## config.mk

```make
export PLATFORM = sky130hd
export DESIGN_NAME = echo_feedback_mixer_flat
export DESIGN_NICKNAME = d
export VERILOG_FILES = /design/src/rtl/echo_feedback_mixer_if.sv /design/src/rtl/echo_feedback_mixer.sv /design/src/flat_wrapper.sv
export SDC_FILE = /design/constraint.sdc
export NUM_CORES = 2
export LEC_CHECK = 0
export CORE_MARGIN = 3
export CORE_UTILIZATION = 25
export CTS_CLUSTER_DIAMETER = 100
export DETAILED_ROUTE_END_ITERATION = 8
export PLACE_DENSITY = 0.5
export SYNTH_ARGS = -nofsm -noshare
export SYNTH_HDL_FRONTEND = slang
export SYNTH_SLANG_ARGS = --single-unit
```

## constraint.sdc

```tcl
create_clock -name clk -period 9.95 [get_ports clk]
set_input_delay 0.995 -clock clk [delete_from_list [all_inputs] [get_ports clk]]
set_output_delay 0.995 -clock clk [all_outputs]
set_load 0.02 [all_outputs]
```

## src/rtl/echo_feedback_mixer_if.sv

```systemverilog
// Sample/gain bundle between the echo delay buffer, its source and the feedback mixer.
// master drives samples and gain targets; slave is the mixer side.
interface echo_feedback_mixer_if #(
  parameter int DATA_WIDTH = 32,
  parameter int GAIN_WIDTH = 16
);
  logic                         sample_valid;
  logic signed [DATA_WIDTH-1:0] dry_sample;
  logic signed [DATA_WIDTH-1:0] delayed_sample;
  logic                         delayed_valid;
  logic        [GAIN_WIDTH-1:0] feedback_target;
  logic        [GAIN_WIDTH-1:0] mix_target;
  logic signed [DATA_WIDTH-1:0] buf_sample;
  logic                         buf_sample_valid;
  logic signed [DATA_WIDTH-1:0] out_sample;
  logic                         out_sample_valid;
  logic        [GAIN_WIDTH-1:0] feedback_gain;
  logic        [GAIN_WIDTH-1:0] mix_gain;

  modport master (
    output sample_valid, dry_sample, delayed_sample, delayed_valid,
           feedback_target, mix_target,
    input  buf_sample, buf_sample_valid, out_sample, out_sample_valid,
           feedback_gain, mix_gain
  );

  modport slave (
    input  sample_valid, dry_sample, delayed_sample, delayed_valid,
           feedback_target, mix_target,
    output buf_sample, buf_sample_valid, out_sample, out_sample_valid,
           feedback_gain, mix_gain
  );
endinterface

```

## src/rtl/echo_feedback_mixer.sv

```systemverilog
// Echo loop mixer: slew-limited wet/feedback gains, 3-stage saturating mix of the dry
// and delayed samples into the effect output and the delay-buffer write-back sample.
module echo_feedback_mixer #(
  parameter int DATA_WIDTH = 32,
  parameter int GAIN_WIDTH = 16,
  parameter int SLEW_STEP  = 64
) (
  input  logic                  clk,
  input  logic                  reset,
  echo_feedback_mixer_if.slave  bus
);

  localparam int PW = DATA_WIDTH + GAIN_WIDTH + 1;

  localparam logic signed [GAIN_WIDTH+1:0] STEP = (GAIN_WIDTH+2)'(SLEW_STEP);
  localparam logic signed [GAIN_WIDTH+1:0] GMAX = {2'b00, {GAIN_WIDTH{1'b1}}};
  localparam logic signed [DATA_WIDTH-1:0] SMAX = {1'b0, {(DATA_WIDTH-1){1'b1}}};
  localparam logic signed [DATA_WIDTH-1:0] SMIN = {1'b1, {(DATA_WIDTH-1){1'b0}}};

  function automatic logic [GAIN_WIDTH-1:0] slew(input logic [GAIN_WIDTH-1:0] cur,
                                                 input logic [GAIN_WIDTH-1:0] tgt);
    logic signed [GAIN_WIDTH+1:0] c, t, diff, nxt;
    c    = $signed({2'b00, cur});
    t    = $signed({2'b00, tgt});
    diff = t - c;
    if (diff > STEP)       nxt = c + STEP;
    else if (diff < -STEP) nxt = c - STEP;
    else                   nxt = t;
    if (nxt < 0)           nxt = '0;
    else if (nxt > GMAX)   nxt = GMAX;
    return nxt[GAIN_WIDTH-1:0];
  endfunction

  function automatic logic signed [DATA_WIDTH-1:0] sat(input logic signed [DATA_WIDTH:0] v);
    if (v[DATA_WIDTH] != v[DATA_WIDTH-1]) return v[DATA_WIDTH] ? SMIN : SMAX;
    return v[DATA_WIDTH-1:0];
  endfunction

  logic [GAIN_WIDTH-1:0] fb_gain, mx_gain;
  logic [GAIN_WIDTH-1:0] fb_gain_next, mx_gain_next;

  logic                         s1_valid;
  logic signed [DATA_WIDTH-1:0] s1_dry, s1_d;
  logic        [GAIN_WIDTH-1:0] s1_fb_gain, s1_mx_gain;

  logic                         s2_valid;
  logic signed [DATA_WIDTH-1:0] s2_dry;
  logic signed [PW-1:0]         s2_fb_prod, s2_mx_prod;

  logic signed [DATA_WIDTH:0]   fb_sum, mx_sum;

  always_comb begin
    fb_gain_next = slew(fb_gain, bus.feedback_target);
    mx_gain_next = slew(mx_gain, bus.mix_target);
    // Upper DATA_WIDTH+1 product bits are exactly the floor-shifted term (>>> GAIN_WIDTH).
    fb_sum = $signed({s2_dry[DATA_WIDTH-1], s2_dry}) + $signed(s2_fb_prod[PW-1:GAIN_WIDTH]);
    mx_sum = $signed({s2_dry[DATA_WIDTH-1], s2_dry}) + $signed(s2_mx_prod[PW-1:GAIN_WIDTH]);
  end

  always_ff @(posedge clk) begin
    if (reset) begin
      fb_gain              <= '0;
      mx_gain              <= '0;
      s1_valid             <= 1'b0;
      s1_dry               <= '0;
      s1_d                 <= '0;
      s1_fb_gain           <= '0;
      s1_mx_gain           <= '0;
      s2_valid             <= 1'b0;
      s2_dry               <= '0;
      s2_fb_prod           <= '0;
      s2_mx_prod           <= '0;
      bus.buf_sample       <= '0;
      bus.out_sample       <= '0;
      bus.buf_sample_valid <= 1'b0;
      bus.out_sample_valid <= 1'b0;
    end else begin
      s1_valid <= bus.sample_valid;
      if (bus.sample_valid) begin
        s1_dry     <= bus.dry_sample;
        s1_d       <= bus.delayed_valid ? bus.delayed_sample : '0;
        s1_fb_gain <= fb_gain;
        s1_mx_gain <= mx_gain;
        fb_gain    <= fb_gain_next;
        mx_gain    <= mx_gain_next;
      end

      s2_valid <= s1_valid;
      if (s1_valid) begin
        s2_dry     <= s1_dry;
        s2_fb_prod <= $signed({{(GAIN_WIDTH+1){s1_d[DATA_WIDTH-1]}}, s1_d})
                    * $signed({{(DATA_WIDTH+1){1'b0}}, s1_fb_gain});
        s2_mx_prod <= $signed({{(GAIN_WIDTH+1){s1_d[DATA_WIDTH-1]}}, s1_d})
                    * $signed({{(DATA_WIDTH+1){1'b0}}, s1_mx_gain});
      end

      bus.buf_sample_valid <= s2_valid;
      bus.out_sample_valid <= s2_valid;
      if (s2_valid) begin
        bus.buf_sample <= sat(fb_sum);
        bus.out_sample <= sat(mx_sum);
      end
    end
  end

  assign bus.feedback_gain = fb_gain;
  assign bus.mix_gain      = mx_gain;

endmodule
```

## src/flat_wrapper.sv

```systemverilog
// flat-port wrapper written by rule: the top's interface ports become plain ports
module echo_feedback_mixer_flat 
#(
  parameter int DATA_WIDTH = 32,
  parameter int GAIN_WIDTH = 16,
  parameter int SLEW_STEP  = 64
)
  (clk, reset, bus_sample_valid, bus_dry_sample, bus_delayed_sample, bus_delayed_valid, bus_feedback_target, bus_mix_target, bus_buf_sample, bus_buf_sample_valid, bus_out_sample, bus_out_sample_valid, bus_feedback_gain, bus_mix_gain);
  echo_feedback_mixer_if #(.DATA_WIDTH(DATA_WIDTH), .GAIN_WIDTH(GAIN_WIDTH)) bus_i ();
  input  logic clk;
  input  logic reset;
  input wire logic [$bits(bus_i.sample_valid)-1:0] bus_sample_valid;
  input wire logic [$bits(bus_i.dry_sample)-1:0] bus_dry_sample;
  input wire logic [$bits(bus_i.delayed_sample)-1:0] bus_delayed_sample;
  input wire logic [$bits(bus_i.delayed_valid)-1:0] bus_delayed_valid;
  input wire logic [$bits(bus_i.feedback_target)-1:0] bus_feedback_target;
  input wire logic [$bits(bus_i.mix_target)-1:0] bus_mix_target;
  output wire logic [$bits(bus_i.buf_sample)-1:0] bus_buf_sample;
  output wire logic [$bits(bus_i.buf_sample_valid)-1:0] bus_buf_sample_valid;
  output wire logic [$bits(bus_i.out_sample)-1:0] bus_out_sample;
  output wire logic [$bits(bus_i.out_sample_valid)-1:0] bus_out_sample_valid;
  output wire logic [$bits(bus_i.feedback_gain)-1:0] bus_feedback_gain;
  output wire logic [$bits(bus_i.mix_gain)-1:0] bus_mix_gain;
  assign bus_i.sample_valid = bus_sample_valid;
  assign bus_i.dry_sample = bus_dry_sample;
  assign bus_i.delayed_sample = bus_delayed_sample;
  assign bus_i.delayed_valid = bus_delayed_valid;
  assign bus_i.feedback_target = bus_feedback_target;
  assign bus_i.mix_target = bus_mix_target;
  assign bus_buf_sample = bus_i.buf_sample;
  assign bus_buf_sample_valid = bus_i.buf_sample_valid;
  assign bus_out_sample = bus_i.out_sample;
  assign bus_out_sample_valid = bus_i.out_sample_valid;
  assign bus_feedback_gain = bus_i.feedback_gain;
  assign bus_mix_gain = bus_i.mix_gain;
  echo_feedback_mixer #(.DATA_WIDTH(DATA_WIDTH), .GAIN_WIDTH(GAIN_WIDTH), .SLEW_STEP(SLEW_STEP)) u_core (.clk(clk), .reset(reset), .bus(bus_i));
endmodule
```

==> results.cfg <==
[synth]
yosys_register_bits = 293
synth_area_per_cell_um2 = 8.83
synth.most_common_cell = inv_1
synth_area_leader_cell = fa_1
synth_cell_types = 95
synthCells = 5794
yosysWarnings = 0
yosysTopAreaCellShare_pct = 38.3
synth-edff-count = 0
yosys-top-cells-area = fa_1, dfxtp_1, inv_1
syn-num-nets = 7202
synth_commonest_cells = inv_1, fa_1, nand2_1
seq_area_frac_synth_pct = 11.5
synthArstFlopShare_pct = 0
netlist_area_mm2 = 0.0512
synth_flop_cell = dfxtp_1

[sta]
hold_violations = 0
finalCritPeriodShare_pct = 86.0
fmax_mhz = 117
fin_ws_ns = 1.39
setup_tns_ns = 0
maxSlewHeadroom_pct = 6.60
rsz0062_at_grt = false
finClkSkew_ns = 0.0512
tightest_slew_ns = 1.40
drv_slew = 0
fin_crit_ns = 8.56
finalSetupViolations = 0
holdWs_ns = 0.473

[power_and_ir_drop]
switching_share_pct = 34.0
ir_drop_v = 0.0000876
clockPowerShare_pct = 42.8
seq_power_share_pct = 33.8
combPwrFrac_pct = 23.4
p_switching_mw = 1.35
power_density_mw_per_mm2 = 68.8
p_leak_nw = 27.7
p_int_mw = 2.62
fin_total_pwr_mw = 3.97

[clocking]
cts_hold_buf = 0
postCtsSetupBuffers = 0
cts_tree = built
htreeDepth = 2
cts_root_buf = clkbuf_16
clock_latency_ns = 0.64
cts.sink_count = 293
ctsResizeCount = 0
clkSlewWorstSetupHoldPaths_ns = 0.06
clockBufferDepth = 3
cts_buffers = 44

[critical_path]
cpMostUsedCell = fa_1
arrival_ns = 9.07
crit_fanout = 15
max_stage_delay_ns = 1.03
rr_startpoint = u_core.s1_mx_gain[2]
timing_worst_setup_path_type = reg -> reg
cp.required_ns = 10.46
r2r-end = u_core.s2_mx_prod[48]
crit_slowest_cell = dfxtp_1
start_kind = flip-flop
end_kind = flip-flop
reg2reg_slack_ns = 1.39
reg2reg_depth = 25

[route]
drt_wl_total_mm = 156
drt_first_pass_iters = 5
wl_per_cell_um = 18.2
drc = 0
drtIter0Drc = 2233
vias_per_cell = 4.53
ant_nets = 0
vias = 38700

[global_routing]
grt_max_degree = 124
antenna_found_initial = 5
track_usage_pct = 15.0
overflow = 0
grt_pass1_vias = 42100
grt_pass1_wl_mm = 246

[floorplan]
io_pins = 198
die_h_um = 458
rows = 165
die_w_um = 458
core_mm2 = 0.203
dieArea_mm2 = 0.210
start_util_pct = 25.2

[placed_design]
numPortBuffers = 197
placed_cell_area_mm2 = 0.0561
hpwlAfterDp_mm = 123
post-place-cells = 8461
pre_cts_ws_ns = 1.55
gp_congestion = 0.850

[flow_run]
maxCapViolations = 0

[min_path]
holdCritStartpoint = u_core.bus.out_sample[29]
hp-class = reg -> reg
hold_depth = 2
hold_end = u_core.bus.out_sample[29]

[cells_and_area]
drive_gt1_share_pct = 4.33
nets = 7243
area_growth_syn_to_layout_pct = 12.7
finalInstanceArea_mm2 = 0.0576
layoutNonFillerInstCount = 8545
fin_util_pct = 28.4

[outcome]
status = finished, final reports clean
==> worst max-delay path, delay by kind of cell (launching register included) <==
kind / cells / cell delay (ns)
AOI/OAI and AO/OA: 8 / 1.78
and+or+nand+nor: 4 / 1.39
xor gates and xnor gates: 1 / 0.10
DFF: 1 / 1.03
adders and majority gates: 7 / 3.40
buffers and inverters: 5 / 0.72
==> layout make-up <==
class / count / area (um2)
clock buffer: 59 / 1260
sequential: 293 / 5880
fill: 21700 / 145000
clock inverter: 21 / 300
timing repair buffer: 288 / 2670
multi-input combinational: 4015 / 39700
tap: 2672 / 3340
inverter: 1193 / 4480
antenna: 4 / 10.0
==> flip-flops by register name, summed over array words and instances (netlist names), 16 cells and up <==
name,flops
u_core.s1_fb_gain,16
u_core.bus.feedback_gain,16
u_core.s1_d,32
u_core.s1_mx_gain,16
u_core.bus.mix_gain,16
u_core.s1_dry,32
u_core.s2_dry,32
u_core.bus.out_sample,32
u_core.s2_fb_prod,33
u_core.bus.buf_sample,32
u_core.s2_mx_prod,33
==> layout by cell type (no fill, tap or decap), types with 11 or more instances in the layout <==
cell type and n:
xor2_1 64, o21a_1 23, nand3_1 38, clkbuf_16 44, mux2i_1 134, maj3_2 16
a31oi_1 19, o21ai_1 11, nand2_1 687, or3_1 13, fa_1 978, nand4_1 14
and3_1 22, maj3_1 37, a211oi_1 54, ha_1 330, inv_1 1191, o21bai_1 15
o21ai_0 108, a211oi_2 16, dfxtp_1 285, nor2_1 328, nor3_1 45, nor2b_1 25
buf_4 91, clkdlybuf4s50_1 195, a21oi_1 142, a22oi_1 36, xnor2_1 91, and2_1 465
o211ai_1 11, a21o_1 79, nand2b_1 27
==> how the worst max path moves through the flow <==
stage	slack, ns	depth (start not counted)	from	end
floorplan	3.21	24	u_core.s1_fb_gain[2]	u_core.s2_fb_prod[45]
global placement	1.52	26	u_core.s1_mx_gain[6]	u_core.s2_mx_prod[48]
detailed placement	1.55	25	u_core.s1_mx_gain[2]	u_core.s2_mx_prod[48]
CTS	1.51	26	u_core.s1_mx_gain[5]	u_core.s2_mx_prod[48]
global route	1.02	26	u_core.s1_mx_gain[5]	u_core.s2_mx_prod[48]
finish	1.39	25	u_core.s1_mx_gain[2]	u_core.s2_mx_prod[48]
==> layer usage <==
metal  vias up  GRT usage, %  routed length (um)
met2       888          26.5               76900
met1     19700          18.8               66200
met3       216          1.84                6630
met4         2          5.31                6050
met5         -             0                  13
li1      17900             -                   -
==> power groups by stage <==
stage / logic [mW] / registers [mW] / clock network (mW)
6_report: 0.926 / 1.34 / 1.70
5_1_grt: 1.02 / 1.35 / 1.79
4_1_cts: 0.931 / 1.34 / 1.75
3_5_place_dp: 0.926 / 1.37 / 0
3_3_place_gp: 0.919 / 1.37 / 0
2_1_floorplan: 0.616 / 1.31 / 0
==> kinds of logic (layout without fill, tap and decap cells) <==
group | Yosys count | after routing | share of synthesized area (%)
simple gates | 1707 | 1707 | 15.8
buf+inv | 1486 | 1561 | 11.0
fa+ha+maj | 1361 | 1361 | 47.4
compound gates | 652 | 652 | 8.90
flops | 293 | 293 | 11.5
xor+xnor | 159 | 159 | 2.74
mux | 136 | 136 | 2.67
other cells | 0 | 4 | 0
No activity file was read; power rests on OpenSTA's default activity.
